--- src/rtl/ubcd_scan_driver.sv ---
// Multiplexed seven-segment scan driver for the universal BCD glyph set.
// One digit per prescaler slot, ripple blanking across the shadow word, registered outputs.
module ubcd_scan_driver #(
  parameter int DIGITS   = 4,
  parameter int PRESCALE = 1000,
  parameter int CW       = 10
) (
  input  logic                  clk,
  input  logic                  rst,
  input  logic                  load,
  input  logic [4*DIGITS-1:0]   data_in,
  input  logic [2:0]            version,
  input  logic [2:0]            extras,
  input  logic                  rbi,
  input  logic                  bi,
  input  logic                  lt,
  input  logic                  al,
  output logic [6:0]            seg,
  output logic [DIGITS-1:0]     dig,
  output logic                  rbo
);

  localparam int IW = (DIGITS > 1) ? $clog2(DIGITS) : 1;

  localparam logic [6:0] EXT_TAB [8][6] = '{
    '{7'h00, 7'h00, 7'h00, 7'h00, 7'h00, 7'h00},
    '{7'h58, 7'h4C, 7'h62, 7'h69, 7'h78, 7'h00},
    '{7'h5C, 7'h63, 7'h01, 7'h40, 7'h08, 7'h00},
    '{7'h3F, 7'h06, 7'h5B, 7'h4F, 7'h66, 7'h6D},
    '{7'h08, 7'h48, 7'h49, 7'h41, 7'h01, 7'h00},
    '{7'h40, 7'h38, 7'h39, 7'h31, 7'h79, 7'h00},
    '{7'h40, 7'h79, 7'h76, 7'h38, 7'h73, 7'h00},
    '{7'h77, 7'h7C, 7'h39, 7'h5E, 7'h79, 7'h71}
  };

  function automatic logic [6:0] glyph(input logic [3:0] v, input logic [2:0] ver,
                                       input logic [2:0] ext);
    logic [2:0] k;
    k = 3'(v - 4'd10);
    case (v)
      4'd0:    glyph = 7'h3F;
      4'd1:    glyph = 7'h06;
      4'd2:    glyph = 7'h5B;
      4'd3:    glyph = 7'h4F;
      4'd4:    glyph = 7'h66;
      4'd5:    glyph = 7'h6D;
      4'd6:    glyph = ver[0] ? 7'h7D : 7'h7C;
      4'd7:    glyph = ver[1] ? 7'h27 : 7'h07;
      4'd8:    glyph = 7'h7F;
      4'd9:    glyph = ver[2] ? 7'h6F : 7'h67;
      default: glyph = EXT_TAB[ext][k];
    endcase
  endfunction

  logic [CW-1:0]         cnt_q;
  logic [IW-1:0]         idx_q;
  logic [4*DIGITS-1:0]   shadow_q;
  logic [6:0]            seg_q, seg_d;
  logic [DIGITS-1:0]     dig_q, dig_d;
  logic                  rbo_q, rbo_d;

  logic [3:0]            nib_a [DIGITS];
  logic [DIGITS:0]       zero_from;
  logic [3:0]            nib;
  logic                  tc;
  logic                  ripple_blank;
  logic [6:0]            seg_act;

  assign tc = (cnt_q == CW'(PRESCALE - 1));

  // zero_from[k]: nibbles k..DIGITS-1 are all zero; the top entry is vacuously true.
  always_comb begin
    zero_from         = '0;
    zero_from[DIGITS] = 1'b1;
    for (int i = 0; i < DIGITS; i++) begin
      nib_a[i] = shadow_q[4*i +: 4];
    end
    for (int i = DIGITS - 1; i >= 0; i--) begin
      zero_from[i] = zero_from[i+1] & (nib_a[i] == 4'd0);
    end
  end

  always_comb begin
    nib          = nib_a[idx_q];
    ripple_blank = ~rbi && (idx_q != '0) && zero_from[idx_q];
    if (!bi)                seg_act = 7'h00;
    else if (!lt)           seg_act = 7'h7F;
    else if (ripple_blank)  seg_act = 7'h00;
    else                    seg_act = glyph(nib, version, extras);
    seg_d        = al ? seg_act : ~seg_act;
    dig_d        = '0;
    dig_d[idx_q] = 1'b1;
    rbo_d        = ~(~rbi && zero_from[1]);
  end

  always_ff @(posedge clk) begin
    if (rst) begin
      cnt_q    <= '0;
      idx_q    <= '0;
      shadow_q <= '0;
      dig_q    <= '0;
      rbo_q    <= 1'b1;
      seg_q    <= al ? 7'h00 : 7'h7F;
    end else begin
      if (tc) begin
        cnt_q <= '0;
        idx_q <= (idx_q == IW'(DIGITS - 1)) ? '0 : idx_q + 1'b1;
      end else begin
        cnt_q <= cnt_q + 1'b1;
      end
      if (load) shadow_q <= data_in;
      seg_q <= seg_d;
      dig_q <= dig_d;
      rbo_q <= rbo_d;
    end
  end

  assign seg = seg_q;
  assign dig = dig_q;
  assign rbo = rbo_q;

endmodule

--- config.mk ---
export PLATFORM = sky130hd
export DESIGN_NAME = ubcd_scan_driver
export DESIGN_NICKNAME = d
export VERILOG_FILES = /design/src/rtl/ubcd_scan_driver.sv
export SDC_FILE = /design/constraint.sdc
export NUM_CORES = 1
export LEC_CHECK = 0
export ABC_AREA = 1
export CAP_MARGIN = 20
export CORE_ASPECT_RATIO = 1.1
export CORE_UTILIZATION = 49
export DETAILED_ROUTE_END_ITERATION = 10
export GPL_TIMING_DRIVEN = 0
export PLACE_DENSITY = 0.83
export SLEW_MARGIN = 25
export SYNTH_ARGS = -nofsm -noshare
export SYNTH_HDL_FRONTEND = slang
export SYNTH_SLANG_ARGS = --single-unit
--- constraint.sdc ---
create_clock -name clk -period 1.8 [get_ports clk]
set_clock_uncertainty 0.1 [all_clocks]
set_input_delay 0.27 -clock clk [delete_from_list [all_inputs] [get_ports clk]]
set_output_delay 0.27 -clock clk [all_outputs]
set_load 0.005 [all_outputs]
==> metrics.yaml, run 1 <==
outcome: "finished with violations"
violations: "negative setup slack"
cp_data_arrival_time_ps: 1990
worstSetupStartpointType: "flop"
syn_nets: 475
slew_viol_final: 0
clockBufferDepth: 2
min_period_ps: 1880
cp-end-kind: "flop"
postRouteAntennaNets: 0
drtIter0Drc: 275
yosysUniqueCellTypes: 31
fp.dieW_um: 73.3
syn_inst: 435
dieArea_um2: 5890
grt_pass1_vias: 2769
fmax_ghz: 0.531
grt-ovfl-total: 0
wl_per_cell_um: 12.3
p_per_area_nw_per_um2: 623
grt_first_pass_wirelength_um: 11400
port_buffers: 37
final.setup.worst_slack_ps: -82.5
ys_seq_area_share_pct: 29.3
die_h_um: 80.4
p_leak_nw: 1.72
r2r_slack_ps: -80
cts.sinks: 40
drive_gt1_share_pct: 20.6
grt_start_max_net_pins: 15
crit_type: "flop to flop"
routed_wl_um: 7080
endpoint: "seg[2]"
final_cell_mix: "nand2_1, nor2_1, dfxtp_1"
vias_per_cell: 5.34
ys_warn_count: 0
ir_drop_mv: 0.560
dr.pass1.iters: 6
nets: 538
syn_avg_cell_area_um2: 6.29
hpwl_um: 4840
crit_required_ps: 1910
place.gp.congestion: 0.930
relSlewSlack_pct: 71.7
rr_endpoint: "seg[2]"
ys_seq_elements: 40
tightest_slew_ps: 424
setup-violations-final: 7
antenna_found_initial: 0
route.vias.total: 3068
ctsHoldBuffers: 0
area_growth_pct: 33.8
io_pins: 41
critPathMaxFanout: 8
syn-cell-area_um2: 2740
timing.final.crit_share_pct: 105
cts.clk_slew.worst_paths_ps: 80
drv_cap: 0
cts_tree: "built"
hold_class: "input pin to flop"
r2r_cells: 15
grt_usage_pct: 24.7
drc: 0
clock_latency_ps: 300
rsz0062_at_grt: "yes"
reg2reg_from: "idx_q[1]"
rows: 28
h-tree-depth: 2
final_core_util_pct: 67.9
mostFrequentLayoutCell: "nand2_1"
ctsRootBufferMaster: "clkbuf_8"
start_util_pct: 50.7
cts_made_buffers: 5
finalHoldViolCount: 0
worstSetupStartpoint: "idx_q[1]"
core_area_um2: 5400
antenna_cells: 0
total_power_mw: 2.28
[cells in the mapped netlist (all sizes together)]
cell	count	area share (%)
nor3b	4	1.1
nand2	150	23
nand3	44	9.0
clkinv	1	0.14
xor2	2	0.64
nor2	53	7.6
o211ai	4	1.1
inv	38	5.3
o21a	2	0.55
a211oi	1	0.27
o21ai	38	6.9
a21oi	18	3.3
ha	11	5.0
clkbuf	5	0.69
nand4	4	0.91
buf	13	4.2
or2	1	0.23
dfxtp	40	29
a21o	1	0.27
nor3	4	0.73
nor4	1	0.23
[layout make-up]
type                       count  area [um2]
multi-input combinational    338        1810
fill                         478        1730
sequential                    40         806
timing repair buffer          56         534
inverter                      39         154
buffer                        18         151
tap                           75        93.8
clock buffer                   5        68.8
clock inverter                 3        46.3
[worst min-delay path by stage]
stage	end	slack, ps	start	cells past startpoint
global placement	cnt_q[0]	330	cnt_q[0]	1
detailed placement	cnt_q[0]	340	cnt_q[0]	1
global route	seg[4]	200	al	3
finish	seg[4]	180	al	3
CTS	seg[4]	180	al	3
floorplan	rbo	260	rbi	2
[per-stage QoR]
step / instance area (um2) / hold slack, ps / setup WS (ps) / setup TNS, ps / cells
floorplan: 2740 / 262 / 109 / 0 / 435
CTS: 3510 / 178 / -34.8 / -160 / 569
detailed placement: 3200 / 337 / -676 / -3780 / 547
global route: 3660 / 195 / -203 / -1180 / 574
finish: 3660 / 181 / -82.5 / -385 / 574
global placement: 3200 / 328 / -615 / -3390 / 547
[power breakdown]
part | total [mW] | switching (mW) | internal (mW)
sequential | 0.959 | 0.0287 | 0.930
combinational | 0.572 | 0.325 | 0.247
clock | 0.753 | 0.335 | 0.417
total | 2.28 | 0.689 | 1.59
[sequential cells by signal, indices dropped and copies added (netlist names)]
| register | flops |
|---|---|
| cnt_q | 10 |
| dig | 4 |
| idx_q | 2 |
| rbo | 1 |
| seg | 7 |
| shadow_q | 16 |
[metal layers]
| metal | routed length, um | track usage, % |
|---|---|---|
| met5 | 0 | 0 |
| met2 | 3560 | 43.6 |
| met4 | 225 | 12.4 |
| met1 | 2870 | 27.8 |
| met3 | 427 | 4.77 |
[critical path, cell delays in order, from the launching register on]
cell and delay, ps:
dfxtp_2 350, buf_6 130, inv_4 50, buf_8 130, nand3_2 90, nand2_4 110
nor2_4 220, nand2_2 70, o21ai_2 110, nand2_1 80, nand2_1 60, nand2_1 40
nand2_1 70, nand2_1 60, nand2_1 60, nand2_1 50
[kinds of logic after synthesis]
| group | after synthesis | share of synthesized area [%] |
|---|---|---|
| AND/OR/NAND/NOR | 261 | 42.4 |
| AO/OA/AOI/OAI | 64 | 12.4 |
| buffers and inverters | 57 | 10.3 |
| flip-flops | 40 | 29.3 |
| adder cells (fa/ha/maj) | 11 | 5.03 |
| XOR/XNOR | 2 | 0.640 |
[repair_timing]
action	CTS	global route
pin swaps	16	18
cloned	2	1
resized for setup	27	39
endpoints found under the hold margin	0	0
buffers inserted	12	4
endpoints found under the setup margin	7	11
(Power assumes the default switching activity.)
==> run 2, diff against run 1 <==
Settings changed: CORE_ASPECT_RATIO 1.1 to not set, PLACE_DENSITY 0.83 to 0.73.
==> run 2 against run 1 <==
The flow still finishes with violations (negative setup slack). Die area about the same. Sequential power about the same. Critical path depth up 1. Utilization up 4.2 points. First-iteration DRC count down 29%. Critical endpoint unchanged. Largest power group unchanged.
==> metrics.yaml, run 2 (synthesis results as in run 1) <==
outcome: "finished with violations"
violations: "negative setup slack"
route.vias.total: 3067
final_cell_mix: "nand2_1, nor2_1, dfxtp_1"
grt-ovfl-total: 0
nets: 544
clockBufferDepth: 2
finalHoldViolCount: 0
rows: 26
setup_tns_ps: -694
routed_wl_um: 7480
setup-violations-final: 7
relSlewSlack_pct: 71.8
wl_met2_um: 3700
hpwl_um: 4920
fmax_ghz: 0.513
cts.clk_slew.worst_paths_ps: 80
cp_data_arrival_time_ps: 2050
grt_start_max_net_pins: 14
routed-wl-met3_um: 506
ctsRootBufferMaster: "clkbuf_8"
postRouteAntennaNets: 0
dr.pass1.iters: 5
cpPeakStageDelay_ps: 380
dp.cells: 542
rsz0062_at_grt: "yes"
met1_length_um: 3100
drc: 0
h-tree-depth: 2
mostFrequentLayoutCell: "nand2_1"
dieArea_um2: 5890
regMostFlops: "shadow_q"
antenna_cells: 0
slew_viol_final: 0
largest_register_ff_count: 16
cp-end-kind: "flop"
grt_pass1_vias: 2667
grt_usage_pct: 23.5
place.gp.congestion: 0.897
timing.final.crit_share_pct: 108
crit_type: "flop to flop"
area_growth_pct: 38.0
start_util_pct: 52.3
top_layer: "met4"
ir_drop_mv: 0.491
antenna_found_initial: 0
crit_top_cell: "nand2_1"
tightest_slew_ps: 423
core_area_um2: 5240
clock_latency_ps: 300
fp.dieW_um: 76.7
cts.sinks: 40
worstSetupStartpointType: "flop"
min_period_ps: 1950
die_h_um: 76.7
r2r_slack_ps: -150
cts_tree: "built"
p_per_area_nw_per_um2: 621
path_cells: "inv_4 -> nand2_1 -> nand2_2 -> nand2_1 -> nand2_2 -> buf_6 -> nor2_4 -> nand2_1 -> o21ai_1 -> nand2_1 -> nand2_1 -> nand2_1 -> nand2_2 -> nand2_1 -> nand2_1 -> nand2_1"
fin_cells: 575
critPathMaxFanout: 6
crit_path_top_delay_cell: "dfxtp_4"
cts_made_buffers: 5
drtIter0Drc: 195
grt_first_pass_wirelength_um: 11400
drive_gt1_share_pct: 20.4
drv_cap: 0
vias_per_cell: 5.33
p_leak_nw: 1.78
port_buffers: 37
crit_required_ps: 1900
hold_class: "input pin to flop"
final.setup.worst_slack_ps: -151
io_pins: 41
wl_per_cell_um: 13.0
[run 2: cell count changes in the layout (fill, tap and decap cells not counted), moves of 3 or more]
cell	change
nand3_2	-4
buf_6	+4
nand2_2	-4
clkbuf_16	+3
[run 2: report_power, final]
part | switching (mW) | total [mW] | internal (mW)
registers | 0.0299 | 0.960 | 0.930
logic | 0.337 | 0.604 | 0.267
clock network | 0.327 | 0.781 | 0.453
[run 2: final timing paths]
check,from,end,cells past startpoint
worst min register to register,cnt_q[0],cnt_q[0],1
worst max register to register,idx_q[0],seg[2],16
worst max-delay path,idx_q[0],seg[2],16
worst min-delay path,al,seg[5],3
[run 2: timing repair]
item,in CTS,in global routing
setup buffers,15,6
gates resized for setup,29,43
hold buffers,0,0
pin swaps,18,18
setup endpoints to repair,7,14
cloned,0,4
[run 2: metal layers]
| layer | up-vias | GRT usage, % |
|---|---|---|
| met4 | 0 | 8.08 |
| met5 | - | 0 |
| met1 | 1373 | 28.7 |
| li1 | 1535 | - |
| met2 | 139 | 41.7 |
| met3 | 20 | 3.33 |
[run 2: through the flow]
step	total power, mW	utilization [%]	cell area [um2]	worst slack (ps)	hold slack, ps
after floorplan	1.30	-	2740	109	262
after global placement	1.47	61.0	3200	-658	328
after detailed placement	1.48	61.0	3200	-687	337
after CTS	2.28	66.6	3490	-50.2	179
after global routing	2.47	72.1	3780	-257	195
final	2.34	72.1	3780	-151	186
[run 2: area by class of cell]
type / instances / area [um2]
clock inverter: 2 / 38.8
multi-input combinational: 338 / 1830
clock buffer: 6 / 82.6
buffer: 18 / 148
timing repair buffer: 62 / 626
sequential: 40 / 806
fill: 430 / 1460
inverter: 39 / 159
tap: 70 / 87.6
[run 2: critical path, delay by kind of cell (launching register included)]
kind,cells,cell delay (ps)
simple gates,13,1030
compound gates,1,130
flops,1,380
buf+inv,2,190
